`src/rtl/ram_arbiter_if.sv`:
```
// ram_arbiter_if: requester and RAM-side signals of the two-port RAM arbiter.
// The arbiter takes the slave view; the environment driving requesters and
// modelling the RAM takes the master view.
interface ram_arbiter_if;
    // Requester 0
    logic [9:0] req0_din;
    logic       req0_valid;
    logic       req0_ready;
    logic [7:0] rsp0_dout;
    logic       rsp0_valid;
    // Requester 1
    logic [9:0] req1_din;
    logic       req1_valid;
    logic       req1_ready;
    logic [7:0] rsp1_dout;
    logic       rsp1_valid;
    // RAM side
    logic [9:0] ram_din;
    logic       ram_rx_valid;
    logic [7:0] ram_dout;
    logic       ram_tx_valid;

    modport slave (
        input  req0_din, req0_valid, req1_din, req1_valid, ram_dout, ram_tx_valid,
        output req0_ready, rsp0_dout, rsp0_valid,
        output req1_ready, rsp1_dout, rsp1_valid,
        output ram_din, ram_rx_valid
    );

    modport master (
        output req0_din, req0_valid, req1_din, req1_valid, ram_dout, ram_tx_valid,
        input  req0_ready, rsp0_dout, rsp0_valid,
        input  req1_ready, rsp1_dout, rsp1_valid,
        input  ram_din, ram_rx_valid
    );
endinterface

```
`src/rtl/ram_arbiter.sv`:
```
// ram_arbiter: shares one single-port command-word RAM between two requesters.
// Address/data pairs stay atomic on the RAM side, read data returns only to the
// requester that issued the read, and contention is settled round-robin.
// Optional watchdog: define RAM_ARB_TIMEOUT_EN to abort a stalled grant after
// TIMEOUT_CYCLES cycles without progress.
//
// Handshake: a requester word transfers on a rising edge where reqN_valid and
// reqN_ready are both high. reqN_ready is combinational from reqN_valid,
// reqN_din[9:8], FSM state and the round-robin pointer (never from ram_*), and
// is only high while reqN_valid is high. The RAM side has no back-pressure:
// ram_rx_valid and ram_tx_valid are single-cycle strobes.
module ram_arbiter #(
    parameter int unsigned TIMEOUT_CYCLES = 16
) (
    input  logic         clk,
    input  logic         rst_n,
    ram_arbiter_if.slave bus,
    output logic [1:0]   owner,
    output logic         err,
    output logic [1:0]   dbg_state_o
);

    typedef enum logic [1:0] {
        IDLE      = 2'd0,
        ADDR_HELD = 2'd1,
        WAIT_RD   = 2'd2
    } state_t;

    state_t     state_q, state_d;
    logic       ptr_q, ptr_d;           // round-robin pointer, 0 favours requester 0
    logic [1:0] owner_q, owner_d;       // one-hot grant, 00 when idle
    logic       rd_q, rd_d;             // held address was a read address
    logic [9:0] ram_din_q, ram_din_d;
    logic       ram_rx_valid_q, ram_rx_valid_d;
    logic [7:0] rsp0_dout_q, rsp0_dout_d;
    logic [7:0] rsp1_dout_q, rsp1_dout_d;
    logic       rsp0_valid_q, rsp0_valid_d;
    logic       rsp1_valid_q, rsp1_valid_d;
    logic       err_q, err_d;

    logic       ready0, ready1;
    logic       win;                    // IDLE grant winner: 0 or 1
    logic       activity;               // an accepted word or RAM read data this cycle

    // Opcode bit 8 separates address words (00/10) from data words (01/11).
    logic addr0, addr1, data0, data1;
    assign addr0 = bus.req0_valid & ~bus.req0_din[8];
    assign data0 = bus.req0_valid &  bus.req0_din[8];
    assign addr1 = bus.req1_valid & ~bus.req1_din[8];
    assign data1 = bus.req1_valid &  bus.req1_din[8];

    // Owner-side view used while a grant is held.
    logic       own_id;
    logic       own_valid;
    logic [9:0] own_din;
    logic       own_match;
    assign own_id    = owner_q[1];
    assign own_valid = own_id ? bus.req1_valid : bus.req0_valid;
    assign own_din   = own_id ? bus.req1_din   : bus.req0_din;
    // A data word matches when it is the data opcode of the held address type.
    assign own_match = (own_din[9:8] == {rd_q, 1'b1});

`ifdef RAM_ARB_TIMEOUT_EN
    logic [7:0] wd_q, wd_d;
`endif

    // Next-state, grant, forwarding and error decode.
    always_comb begin
        state_d        = state_q;
        ptr_d          = ptr_q;
        owner_d        = owner_q;
        rd_d           = rd_q;
        ram_din_d      = ram_din_q;
        ram_rx_valid_d = 1'b0;
        rsp0_dout_d    = rsp0_dout_q;
        rsp1_dout_d    = rsp1_dout_q;
        rsp0_valid_d   = 1'b0;
        rsp1_valid_d   = 1'b0;
        err_d          = 1'b0;
        ready0         = 1'b0;
        ready1         = 1'b0;
        win            = 1'b0;
        activity       = 1'b0;
`ifdef RAM_ARB_TIMEOUT_EN
        wd_d           = wd_q;
`endif

        unique case (state_q)
            IDLE: begin
                // Stray data words are swallowed and flagged.
                ready0 = data0;
                ready1 = data1;
                if (data0 || data1) begin
                    err_d = 1'b1;
                end
                if (addr0 || addr1) begin
                    win = (addr0 && addr1) ? ptr_q : addr1;
                    if (win) begin
                        ready1 = 1'b1;
                    end else begin
                        ready0 = 1'b1;
                    end
                    ram_din_d      = win ? bus.req1_din : bus.req0_din;
                    ram_rx_valid_d = 1'b1;
                    rd_d           = ram_din_d[9];
                    owner_d        = win ? 2'b10 : 2'b01;
                    state_d        = ADDR_HELD;
                    activity       = 1'b1;
                end
            end

            ADDR_HELD: begin
                // Only the owner is served; the other requester stalls.
                if (own_valid) begin
                    if (own_id) begin
                        ready1 = 1'b1;
                    end else begin
                        ready0 = 1'b1;
                    end
                    activity = 1'b1;
                    if (own_match) begin
                        ram_din_d      = own_din;
                        ram_rx_valid_d = 1'b1;
                        if (rd_q) begin
                            state_d = WAIT_RD;
                        end else begin
                            owner_d = 2'b00;
                            ptr_d   = ~own_id;
                            state_d = IDLE;
                        end
                    end else begin
                        err_d = 1'b1;
                    end
                end
            end

            WAIT_RD: begin
                if (bus.ram_tx_valid) begin
                    activity = 1'b1;
                    if (own_id) begin
                        rsp1_dout_d  = bus.ram_dout;
                        rsp1_valid_d = 1'b1;
                    end else begin
                        rsp0_dout_d  = bus.ram_dout;
                        rsp0_valid_d = 1'b1;
                    end
                    owner_d = 2'b00;
                    ptr_d   = ~own_id;
                    state_d = IDLE;
                end
            end

            default: begin
                state_d = IDLE;
                owner_d = 2'b00;
            end
        endcase

        // RAM read data nobody is waiting for.
        if (bus.ram_tx_valid && (state_q != WAIT_RD)) begin
            err_d = 1'b1;
        end

`ifdef RAM_ARB_TIMEOUT_EN
        // Watchdog: counts cycles without progress while a grant is held.
        if ((state_q == IDLE) || activity) begin
            wd_d = 8'd0;
        end else if (wd_q == 8'(TIMEOUT_CYCLES - 1)) begin
            wd_d         = 8'd0;
            owner_d      = 2'b00;
            ptr_d        = ~own_id;
            state_d      = IDLE;
            err_d        = 1'b1;
            rsp0_valid_d = 1'b0;
            rsp1_valid_d = 1'b0;
        end else begin
            wd_d = wd_q + 8'd1;
        end
`endif
    end

`ifndef RAM_ARB_TIMEOUT_EN
    // Without the watchdog the limit and the progress flag have no consumer.
    logic [8:0] unused_cfg;
    assign unused_cfg = {activity, 8'(TIMEOUT_CYCLES)};
`endif

    // State and output registers, synchronous active-low reset.
    always_ff @(posedge clk) begin
        if (!rst_n) begin
            state_q        <= IDLE;
            ptr_q          <= 1'b0;
            owner_q        <= 2'b00;
            rd_q           <= 1'b0;
            ram_din_q      <= 10'd0;
            ram_rx_valid_q <= 1'b0;
            rsp0_dout_q    <= 8'd0;
            rsp1_dout_q    <= 8'd0;
            rsp0_valid_q   <= 1'b0;
            rsp1_valid_q   <= 1'b0;
            err_q          <= 1'b0;
        end else begin
            state_q        <= state_d;
            ptr_q          <= ptr_d;
            owner_q        <= owner_d;
            rd_q           <= rd_d;
            ram_din_q      <= ram_din_d;
            ram_rx_valid_q <= ram_rx_valid_d;
            rsp0_dout_q    <= rsp0_dout_d;
            rsp1_dout_q    <= rsp1_dout_d;
            rsp0_valid_q   <= rsp0_valid_d;
            rsp1_valid_q   <= rsp1_valid_d;
            err_q          <= err_d;
        end
    end

`ifdef RAM_ARB_TIMEOUT_EN
    // Watchdog counter register.
    always_ff @(posedge clk) begin
        if (!rst_n) begin
            wd_q <= 8'd0;
        end else begin
            wd_q <= wd_d;
        end
    end
`endif

    assign bus.req0_ready   = ready0;
    assign bus.req1_ready   = ready1;
    assign bus.ram_din      = ram_din_q;
    assign bus.ram_rx_valid = ram_rx_valid_q;
    assign bus.rsp0_dout    = rsp0_dout_q;
    assign bus.rsp0_valid   = rsp0_valid_q;
    assign bus.rsp1_dout    = rsp1_dout_q;
    assign bus.rsp1_valid   = rsp1_valid_q;
    assign owner            = owner_q;
    assign err              = err_q;
    assign dbg_state_o      = state_q;

endmodule
```
`src/flat_wrapper.sv`:
```
// flat-port wrapper written by rule: the top's interface ports become plain ports
module ram_arbiter_flat 
#(
    parameter int unsigned TIMEOUT_CYCLES = 16
)
  (clk, rst_n, owner, err, dbg_state_o, bus_req0_din, bus_req0_valid, bus_req1_din, bus_req1_valid, bus_ram_dout, bus_ram_tx_valid, bus_req0_ready, bus_rsp0_dout, bus_rsp0_valid, bus_req1_ready, bus_rsp1_dout, bus_rsp1_valid, bus_ram_din, bus_ram_rx_valid);
  ram_arbiter_if bus_i ();
  input  logic clk;
  input  logic rst_n;
  output logic [1:0] owner;
  output logic err;
  output logic [1:0] dbg_state_o;
  input wire logic [$bits(bus_i.req0_din)-1:0] bus_req0_din;
  input wire logic [$bits(bus_i.req0_valid)-1:0] bus_req0_valid;
  input wire logic [$bits(bus_i.req1_din)-1:0] bus_req1_din;
  input wire logic [$bits(bus_i.req1_valid)-1:0] bus_req1_valid;
  input wire logic [$bits(bus_i.ram_dout)-1:0] bus_ram_dout;
  input wire logic [$bits(bus_i.ram_tx_valid)-1:0] bus_ram_tx_valid;
  output wire logic [$bits(bus_i.req0_ready)-1:0] bus_req0_ready;
  output wire logic [$bits(bus_i.rsp0_dout)-1:0] bus_rsp0_dout;
  output wire logic [$bits(bus_i.rsp0_valid)-1:0] bus_rsp0_valid;
  output wire logic [$bits(bus_i.req1_ready)-1:0] bus_req1_ready;
  output wire logic [$bits(bus_i.rsp1_dout)-1:0] bus_rsp1_dout;
  output wire logic [$bits(bus_i.rsp1_valid)-1:0] bus_rsp1_valid;
  output wire logic [$bits(bus_i.ram_din)-1:0] bus_ram_din;
  output wire logic [$bits(bus_i.ram_rx_valid)-1:0] bus_ram_rx_valid;
  assign bus_i.req0_din = bus_req0_din;
  assign bus_i.req0_valid = bus_req0_valid;
  assign bus_i.req1_din = bus_req1_din;
  assign bus_i.req1_valid = bus_req1_valid;
  assign bus_i.ram_dout = bus_ram_dout;
  assign bus_i.ram_tx_valid = bus_ram_tx_valid;
  assign bus_req0_ready = bus_i.req0_ready;
  assign bus_rsp0_dout = bus_i.rsp0_dout;
  assign bus_rsp0_valid = bus_i.rsp0_valid;
  assign bus_req1_ready = bus_i.req1_ready;
  assign bus_rsp1_dout = bus_i.rsp1_dout;
  assign bus_rsp1_valid = bus_i.rsp1_valid;
  assign bus_ram_din = bus_i.ram_din;
  assign bus_ram_rx_valid = bus_i.ram_rx_valid;
  ram_arbiter #(.TIMEOUT_CYCLES(TIMEOUT_CYCLES)) u_core (.clk(clk), .rst_n(rst_n), .bus(bus_i), .owner(owner), .err(err), .dbg_state_o(dbg_state_o));
endmodule
```
`config.mk`:
```
export PLATFORM = sky130hd
export DESIGN_NAME = ram_arbiter_flat
export DESIGN_NICKNAME = d
export VERILOG_FILES = /design/src/rtl/ram_arbiter_if.sv /design/src/rtl/ram_arbiter.sv /design/src/flat_wrapper.sv
export SDC_FILE = /design/constraint.sdc
export NUM_CORES = 1
export LEC_CHECK = 0
export CORE_MARGIN = 2
export CORE_UTILIZATION = 45
export DETAILED_ROUTE_END_ITERATION = 12
export PLACE_DENSITY = 0.84
export SETUP_SLACK_MARGIN = 0.3
export SLEW_MARGIN = 10
export SYNTH_ARGS = -nofsm -noshare
export SYNTH_HDL_FRONTEND = slang
export SYNTH_SLANG_ARGS = --single-unit
```
`constraint.sdc`:
```
create_clock -name clk -period 4.5 [get_ports clk]
set_input_delay 0.9 -clock clk [delete_from_list [all_inputs] [get_ports clk]]
set_output_delay 0.9 -clock clk [all_outputs]
set_load 0.005 [all_outputs]
```
; ---- Yosys cells after proc, flatten, opt, wreduce, memory -nomap -nowiden
; Index checks and enable logic that the tools add are counted.
[totals]
in_bits = 33
elab_cells = 86
reg_bits = 36
[classes]
eq_ne = 9
reduce_logical = 15
muxes = 44
bitwise_logic = 7
[op_table]
columns = op, count
row1 = 10-bit 2-to-1 mux, 5
row2 = 1-bit 2-to-1 mux, 21
row3 = 2-bit 2-to-1 mux, 10
row4 = 10-bit one-hot mux with 2 select lines, 1
row5 = 2-bit one-hot mux with 3 select lines, 2
row6 = 1-bit one-hot mux with 2 select lines, 5
row7 = 5-bit AND reduction, 2
row8 = 3-bit AND reduction, 3
row9 = 4-bit AND reduction, 2
row10 = "2-bit by 1-bit != test with 1-bit output, second input constant", 3
row11 = "2-bit != test, second input constant", 3
row12 = 1-bit bitwise AND, 4
row13 = 2-bit nonzero test, 2
row14 = 1-bit inverter, 3
row15 = "2-bit by 1-bit == test with 1-bit output, second input constant", 1
row16 = 2-bit == test, 1
row17 = "2-bit == test, second input constant", 1
row18 = 1-bit logical AND, 2
row19 = 2-bit logical NOT, 1
row20 = 1-bit logical OR, 2
row21 = 2-bit AND reduction, 1

; ---- Depth between registers and ports, before layout
; Gate-level depths: netlist of the first run.
[depth]
depth_word = 7
ltp_mapped = 7
depth_no_buf = 4

; ---- Worst setup path after synthesis of the first run
; No wires, ideal clock.
[synth_path]
path_kind = input to output
from = in bus_req1_din[8]
to = out bus_req0_ready
t_arrival_ns = 1.442
cell_stages = 4
path_buffers = 0
setup_slack_ns = 2.158
t_required_ns = 3.600
cell_sequence = nand2b_1 nand2_1 nand3_1 o32ai_1
[synth_via]
elab_chain_len = 7
elab_cells_between_ends = 8
classes_between = mux: 4 / bitwise: 2 / reduce/logical: 2
[synth_rtl]
columns = element, line_no
row1 = "start, declared", flat_wrapper.sv:15  ; input wire logic [$bits(bus_i.req1_din)-1:0] bus_req1_din;
row2 = 1-bit inverter (*), ram_arbiter.sv:49  ; assign addr1 = bus.req1_valid & ~bus.req1_din[8];
row3 = 1-bit bitwise AND (*), ram_arbiter.sv:49
row4 = 1-bit logical AND, ram_arbiter.sv:97  ; win = (addr0 && addr1) ? ptr_q : addr1;
row5 = 1-bit 2-to-1 mux, ram_arbiter.sv:97
row6 = 1-bit 2-to-1 mux, ram_arbiter.sv:98  ; if (win) begin
row7 = 1-bit 2-to-1 mux (*), ram_arbiter.sv:96  ; if (addr0 || addr1) begin
row8 = 1-bit one-hot mux with 2 select lines (*), ram_arbiter.sv:88  ; unique case (state_q)
row9 = "end, declared", flat_wrapper.sv:19  ; output wire logic [$bits(bus_i.req0_ready)-1:0] bus_req0_ready;
; Every way passes the cells marked *; elsewhere a longest branch is shown, timed or not.

; ---- Worst setup path after layout of the first run
[layout_path]
from = in bus_req0_valid
to = out bus_req0_ready
[layout_via]
elab_chain_len = 6
elab_cells_between_ends = 10
classes_between = mux: 6 / bitwise: 2 / reduce/logical: 2
[layout_rtl]
columns = element, line_no
row1 = "start, declared", flat_wrapper.sv:14  ; input wire logic [$bits(bus_i.req0_valid)-1:0] bus_req0_valid;
row2 = 1-bit bitwise AND, ram_arbiter.sv:47  ; assign addr0 = bus.req0_valid & ~bus.req0_din[8];
row3 = 1-bit logical AND, ram_arbiter.sv:97
row4 = 1-bit 2-to-1 mux, ram_arbiter.sv:97
row5 = 1-bit 2-to-1 mux, ram_arbiter.sv:98
row6 = 1-bit 2-to-1 mux, ram_arbiter.sv:96
row7 = 1-bit one-hot mux with 2 select lines (*), ram_arbiter.sv:88
; Marks and branches as above.

==> metrics.csv, run 1 <==
metric,value,unit
status,"complete, no violations",
I/O pin count,69,
Filler Cell Count,329,
"Remaining Overflow, GRT",0,
Reg2Reg Depth,4,
Worst Tran Pin Value,1.21,ns
Net Sw Power,0.208,mW
GP Congestion,0.890,
drt first pass iters,4,
sequential-to-total area share from yosys stat,0.409,
area delta synth->final,42.5,%
Critical Path RT,3.60,ns
final wirelength,4800,microns
P_int,0.529,mW
PwrDens,294,nW/um^2
f_max,0.285,GHz
CP startpoint kind,input pin,
r2r setup slk,2.17,ns
CTS Buffer Depth,2,
Starting DRT DRC Count,155,
Die Ht,66.5,microns
gr usage total,0.231,
via count,1683,
Final WS setup,0.985,ns
htree depth,2,
Post-DP HPWL,3360,microns
Final #Nets,292,
Gate Count Post-Synth,198,
number of global-route vias before repair,1649,
IO Port Bufs,68,
Hold Path End,u_core.bus.rsp1_dout[2]$_SDFFE_PN0P_,
worst hold path class,flip-flop to flip-flop,
clock share of power,0.316,
worst vdd ir,0.000190,V
clk_skew,0.00586,ns
global-route wire length before repair,7620,microns
worst hold start,u_core.bus.rsp1_dout[2]$_SDFFE_PN0P_,
max-cap viol count,0,
Routed Antenna Nets,0,
initial antenna violation count,0,
Starting Density,0.474,
Vias per Instance,5.46,
Yosys Warn Count,0,
Crit Reg-Reg Endpoint,u_core.bus.ram_din[2]$_SDFFE_PN0P_,
Crit Path Category,input pin to output pin,
diode count,0,
Die Span X,66.5,microns
DR DRC count,0,
Worst setup EP type,output pin,
Max Slew Vio Count,0,
Final Critical Period,3.51,ns
num rows,22,
Synth area leaders,"dfxtp_1 41%, nand2_1 8.3%, a211oi_2 7.8%, a21oi_1 5.1%, mux2i_1 5.1%",
Final period util,0.781,
# Post-CTS Setup Buffers,0,
CTS Sinks,36,
crit-path max FO,5,
Yosys cell types,38,
Clock Latency Late Sink,0.29,ns
clock buffer count from CTS,5,
Yosys reg bits,36,
Clock transition at path regs,0.07,ns
Worst slew margin,0.195,
Worst R2R Start,u_core.dbg_state_o[1]$_SDFFE_PN0P_,
TNS Setup,0,ns
final setup violation count,0,
Switching Fraction,0.283,
P_leak,0.853,nW
Comb pwr share,0.213,
WP data arrival,2.61,ns
synthesized area per cell,8.89,sq um
RSZ-0062 raised after global routing,false,
hold buffer count at CTS,0,
largest net degree at the start of global routing,33,
post-CTS sizing,0,
Hold Fails Final Rpt,0,
"most common cell after layout, fill and taps aside",clkdlybuf4s50_1,
Avg WL per Cell,15.6,microns
Hold Path Stages,2,
Syn Std Cell Area,1760,sq um
DP Worst Slack,0.998,ns
core area,3720,sq um
syn nets,231,
Yosys top cell area share,0.409,
root buffer cell,clkbuf_8,
sequential share of power,0.471,
layout cells sized above 1,0.100,
"commonest non-fill, non-tap cells in the layout","68 x clkdlybuf4s50_1, 39 x nand2_1, 36 x dfxtp_1",
clock tree from TritonCTS,built,
Die ar.,4430,sq um
post-synth top area cell,dfxtp_1,
[state kept, by name (all words and copies together) (netlist names)]
register	cells
u_core.bus.rsp1_dout	8
u_core.bus.rsp0_dout	8
u_core.bus.rsp0_valid	1
u_core.rd_q	1
u_core.ptr_q	1
u_core.bus.ram_rx_valid	1
u_core.err	1
u_core.owner	2
u_core.bus.rsp1_valid	1
u_core.bus.ram_din	10
u_core.dbg_state_o	2
[kinds of logic after synthesis]
kind of cell    synth area share
compound gates             0.262
mux                       0.0590
flops                      0.409
simple gates               0.196
xor+xnor                 0.00995
buf+inv                   0.0633
[routing by layer]
layer	global-route usage	part of all wire	vias to the layer above
met1	0.273	0.42	769
met2	0.363	0.47	70
met5	0	0	-
met3	0.0760	0.079	15
met4	0.133	0.034	0
li1	-	-	829
[how the worst max path moves through the flow]
| stage | startpoint | endpoint | slack (ns) |
|---|---|---|---|
| floorplan | bus_req1_din[8] | bus_req0_ready | 2.16 |
| global placement | bus_req1_din[8] | bus_req0_ready | 1.06 |
| CTS | bus_req1_din[8] | bus_req0_ready | 0.99 |
| global route | bus_req1_din[8] | bus_req0_ready | 0.85 |
| finish | bus_req0_valid | bus_req0_ready | 0.99 |
| detailed placement | bus_req1_din[8] | bus_req0_ready | 1.0 |
[Yosys cell counts (all sizes together)]
library cell and count:
o21ai 2, a2111oi 1, a32oi 1, o211a 1, a311oi 1, nor4 2
nor4b 1, o32ai 2, xor2 2, clkbuf 6, buf 9, and2 2
nor3b 1, and3b 1, o32a 3, nand2b 5, dfxtp 36, a211oi 22
a21oi 18, o31ai 2, nand3 3, o22ai 2, nand3b 1, mux2i 10
inv 5, nor2b 4, nor3 4, a21o 2, nand2 39, nor2 10
[worst max-delay path: stages]
cell             delay, ns
clkdlybuf4s50_1       0.56
nor3b_2               0.29
nor2_1                0.14
o32ai_1               0.17
clkdlybuf4s50_1       0.56
[final cells by class]
cell class / count / area, sq um / share of cell area
clock inverters: 3 / 23.8 / 0.00948
well taps: 48 / 60.1 / 0.0239
repair buffers: 69 / 688 / 0.274
inverters: 5 / 18.8 / 0.00748
multi-input cells: 142 / 928 / 0.370
clock buffers: 5 / 68.8 / 0.0274
flip-flops and latches: 36 / 721 / 0.287
[power groups by stage]
stage | registers [mW] | clock network [mW] | logic (mW)
2_1_floorplan | 0.350 | 0 | 0.0870
3_3_place_gp | 0.354 | 0 | 0.153
3_5_place_dp | 0.354 | 0 | 0.156
4_1_cts | 0.347 | 0.238 | 0.157
5_1_grt | 0.349 | 0.254 | 0.170
6_report | 0.347 | 0.233 | 0.157
[metrics by stage]
| step | hold WS [ns] | cell area [sq um] | instances | total power [mW] | utilization |
|---|---|---|---|---|---|
| 2_1_floorplan | 0.453 | 1760 | 198 | 0.437 | - |
| 3_3_place_gp | 0.442 | 2420 | 300 | 0.507 | 0.650 |
| 3_5_place_dp | 0.450 | 2420 | 300 | 0.510 | 0.650 |
| 4_1_cts | 0.458 | 2510 | 308 | 0.742 | 0.675 |
| 5_1_grt | 0.477 | 2510 | 308 | 0.772 | 0.675 |
| 6_report | 0.456 | 2510 | 308 | 0.737 | 0.675 |
Note: power is estimated with default switching activity, not from simulation.
==> run 2: changes to the inputs <==
Settings changed: CORE_UTILIZATION 45 to 39, PLACE_DENSITY 0.84 to 0.78.
Clock period 4.5 ns to 2.95 ns, I/O delays scaled along.
==> run 2 against run 1 <==
Net effect: sequential share of layout area down 0.94 points; worst setup slack got worse by 0.56 ns; final area grew 3.4%; critical path depth unchanged; power up 63%; routed wire length decreased by 4.6%; global-route usage fell by 4.3 points; sequential power increased by 52%; register-to-register slack lost 1.3 ns; largest power group unchanged.
==> metrics.csv, run 2 (synthesis results as in run 1) <==
metric,value,unit,change
status,"complete, no violations",,unchanged
final wirelength,4580,microns,was 4800 microns
crit-path max FO,5,,unchanged
clock share of power,0.356,,was 0.316
root buffer cell,clkbuf_8,,unchanged
clk_skew,0.00473,ns,was 0.00586 ns
Worst Tran Pin Value,0.565,ns,was 1.21 ns
CP startpoint kind,input pin,,unchanged
Comb pwr share,0.207,,was 0.213
"most common cell after layout, fill and taps aside",clkdlybuf4s50_1,,unchanged
Final Core Density,0.596,,was 0.675
f_max,0.397,GHz,
global-route wire length before repair,7320,microns,was 7620 microns
max-cap viol count,0,,unchanged
gr usage total,0.187,,was 0.231
drt first pass iters,4,,unchanged
diode count,0,,unchanged
"commonest non-fill, non-tap cells in the layout","64 x clkdlybuf4s50_1, 39 x nand2_1, 36 x dfxtp_1",,"was 68 x clkdlybuf4s50_1, 39 x nand2_1, 36 x dfxtp_1"
htree depth,2,,unchanged
via count,1707,,"was 1,683"
final setup violation count,0,,unchanged
Critical Path RT,2.36,ns,was 3.60 ns
CTS Buffer Depth,2,,unchanged
layout cells sized above 1,0.127,,was 0.100
hold buffer count at CTS,0,,unchanged
initial antenna violation count,0,,unchanged
Post-Layout Cell Count,319,,was 308
GP Congestion,0.874,,was 0.890
RSZ-0062 raised after global routing,false,,unchanged
Worst slew margin,0.623,,was 0.195
largest net degree at the start of global routing,19,,was 33
P_int,0.895,mW,was 0.529 mW
num rows,24,,was 22
Starting Density,0.404,,was 0.474
IO Port Bufs,68,,unchanged
P_leak,0.915,nW,was 0.853 nW
Filler Cell Count,378,,was 329
Worst setup EP type,output pin,,unchanged
Starting DRT DRC Count,112,,was 155
Net Sw Power,0.308,mW,was 0.208 mW
total power draw,1.20,mW,was 0.737 mW
Final #Nets,299,,was 292
Final period util,0.854,,
DP Worst Slack,0.0971,ns,was 0.998 ns
Vias per Instance,5.35,,was 5.46
Die Ht,71.2,microns,was 66.5 microns
DR DRC count,0,,unchanged
number of global-route vias before repair,1612,,"was 1,649"
I/O pin count,69,,unchanged
Clock Latency Late Sink,0.29,ns,about the same
core area,4350,sq um,was 3720 sq um
Die ar.,5070,sq um,was 4430 sq um
CTS Sinks,36,,unchanged
sequential share of power,0.437,,was 0.471
"Remaining Overflow, GRT",0,,unchanged
Final WS setup,0.429,ns,was 0.985 ns
area delta synth->final,47.3,%,was 42.5%
Clock transition at path regs,0.07,ns,about the same
worst vdd ir,0.000344,V,was 0.000190 V
placed insts,310,,was 300
max reg flops,10,,unchanged
Final Critical Period,2.52,ns,
worst hold path class,flip-flop to flip-flop,,unchanged
Hold Fails Final Rpt,0,,unchanged
Die Span X,71.2,microns,was 66.5 microns
clock tree from TritonCTS,built,,unchanged
Crit Path Category,input pin to output pin,,unchanged
WP data arrival,1.93,ns,was 2.61 ns
clock buffer count from CTS,5,,unchanged
Routed Antenna Nets,0,,unchanged
Switching Fraction,0.256,,was 0.283
Post-DP HPWL,3320,microns,was 3360 microns
Avg WL per Cell,14.4,microns,was 15.6 microns
TNS Setup,0,ns,unchanged
Max Slew Vio Count,0,,unchanged
PwrDens,464,nW/um^2,was 294 nW/um^2
[run 2: final timing paths]
path	startpoint	endpoint	slack, ns	cells after the start
min reg2reg	u_core.bus.rsp0_dout[4]$_SDFFE_PN0P_	u_core.bus.rsp0_dout[4]$_SDFFE_PN0P_	0.46	2
max	bus_req1_din[8]	bus_req0_ready	0.43	5
max reg2reg	u_core.owner[1]$_SDFFE_PN0P_	u_core.bus.ram_din[8]$_SDFFE_PN0P_	0.84	4
min	u_core.bus.rsp0_dout[4]$_SDFFE_PN0P_	u_core.bus.rsp0_dout[4]$_SDFFE_PN0P_	0.46	2
[run 2: critical path: stages]
cell and delay [ns]:
clkdlybuf4s50_1 0.48, nand2b_1 0.22, nor2_1 0.23, o32ai_1 0.13, dlygate4sd2_1 0.28
[run 2: repair_timing]
action | in CTS | in global routing
buffers inserted | 1 | 0
gates resized for setup | 6 | 0
endpoints found under the setup margin | 2 | 0
[run 2: power groups by stage]
stage	Sequential [mW]	Combinational, mW	Clock (mW)
finish	0.526	0.249	0.429
global route	0.529	0.269	0.457
floorplan	0.534	0.133	0
global placement	0.536	0.245	0
detailed placement	0.537	0.248	0
CTS	0.526	0.250	0.441
[run 2: stage by stage]
| step | hold WS (ns) | area [sq um] |
|---|---|---|
| final | 0.456 | 2590 |
| after global routing | 0.477 | 2590 |
| after global placement | 0.443 | 2470 |
| after detailed placement | 0.450 | 2470 |
| after floorplan | 0.453 | 1760 |
| after CTS | 0.460 | 2590 |
[run 2: cell type report]
class / count / area [sq um] / area share
flip-flops and latches: 36 / 721 / 0.278
repair buffers: 76 / 736 / 0.284
clock inverters: 3 / 42.5 / 0.0164
inverters: 5 / 18.8 / 0.00724
clock buffers: 5 / 68.8 / 0.0265
multi-input cells: 142 / 942 / 0.363
well taps: 52 / 65.1 / 0.0251
[run 2: layer usage]
layer | track usage | wire length [microns] | part of all wire | vias to the layer above
met5 | 0 | 0 | 0 | -
met4 | 0.122 | 98 | 0.021 | 0
met3 | 0.0613 | 439 | 0.096 | 10
met2 | 0.289 | 2130 | 0.46 | 67
met1 | 0.222 | 1910 | 0.42 | 787
li1 | - | - | - | 843
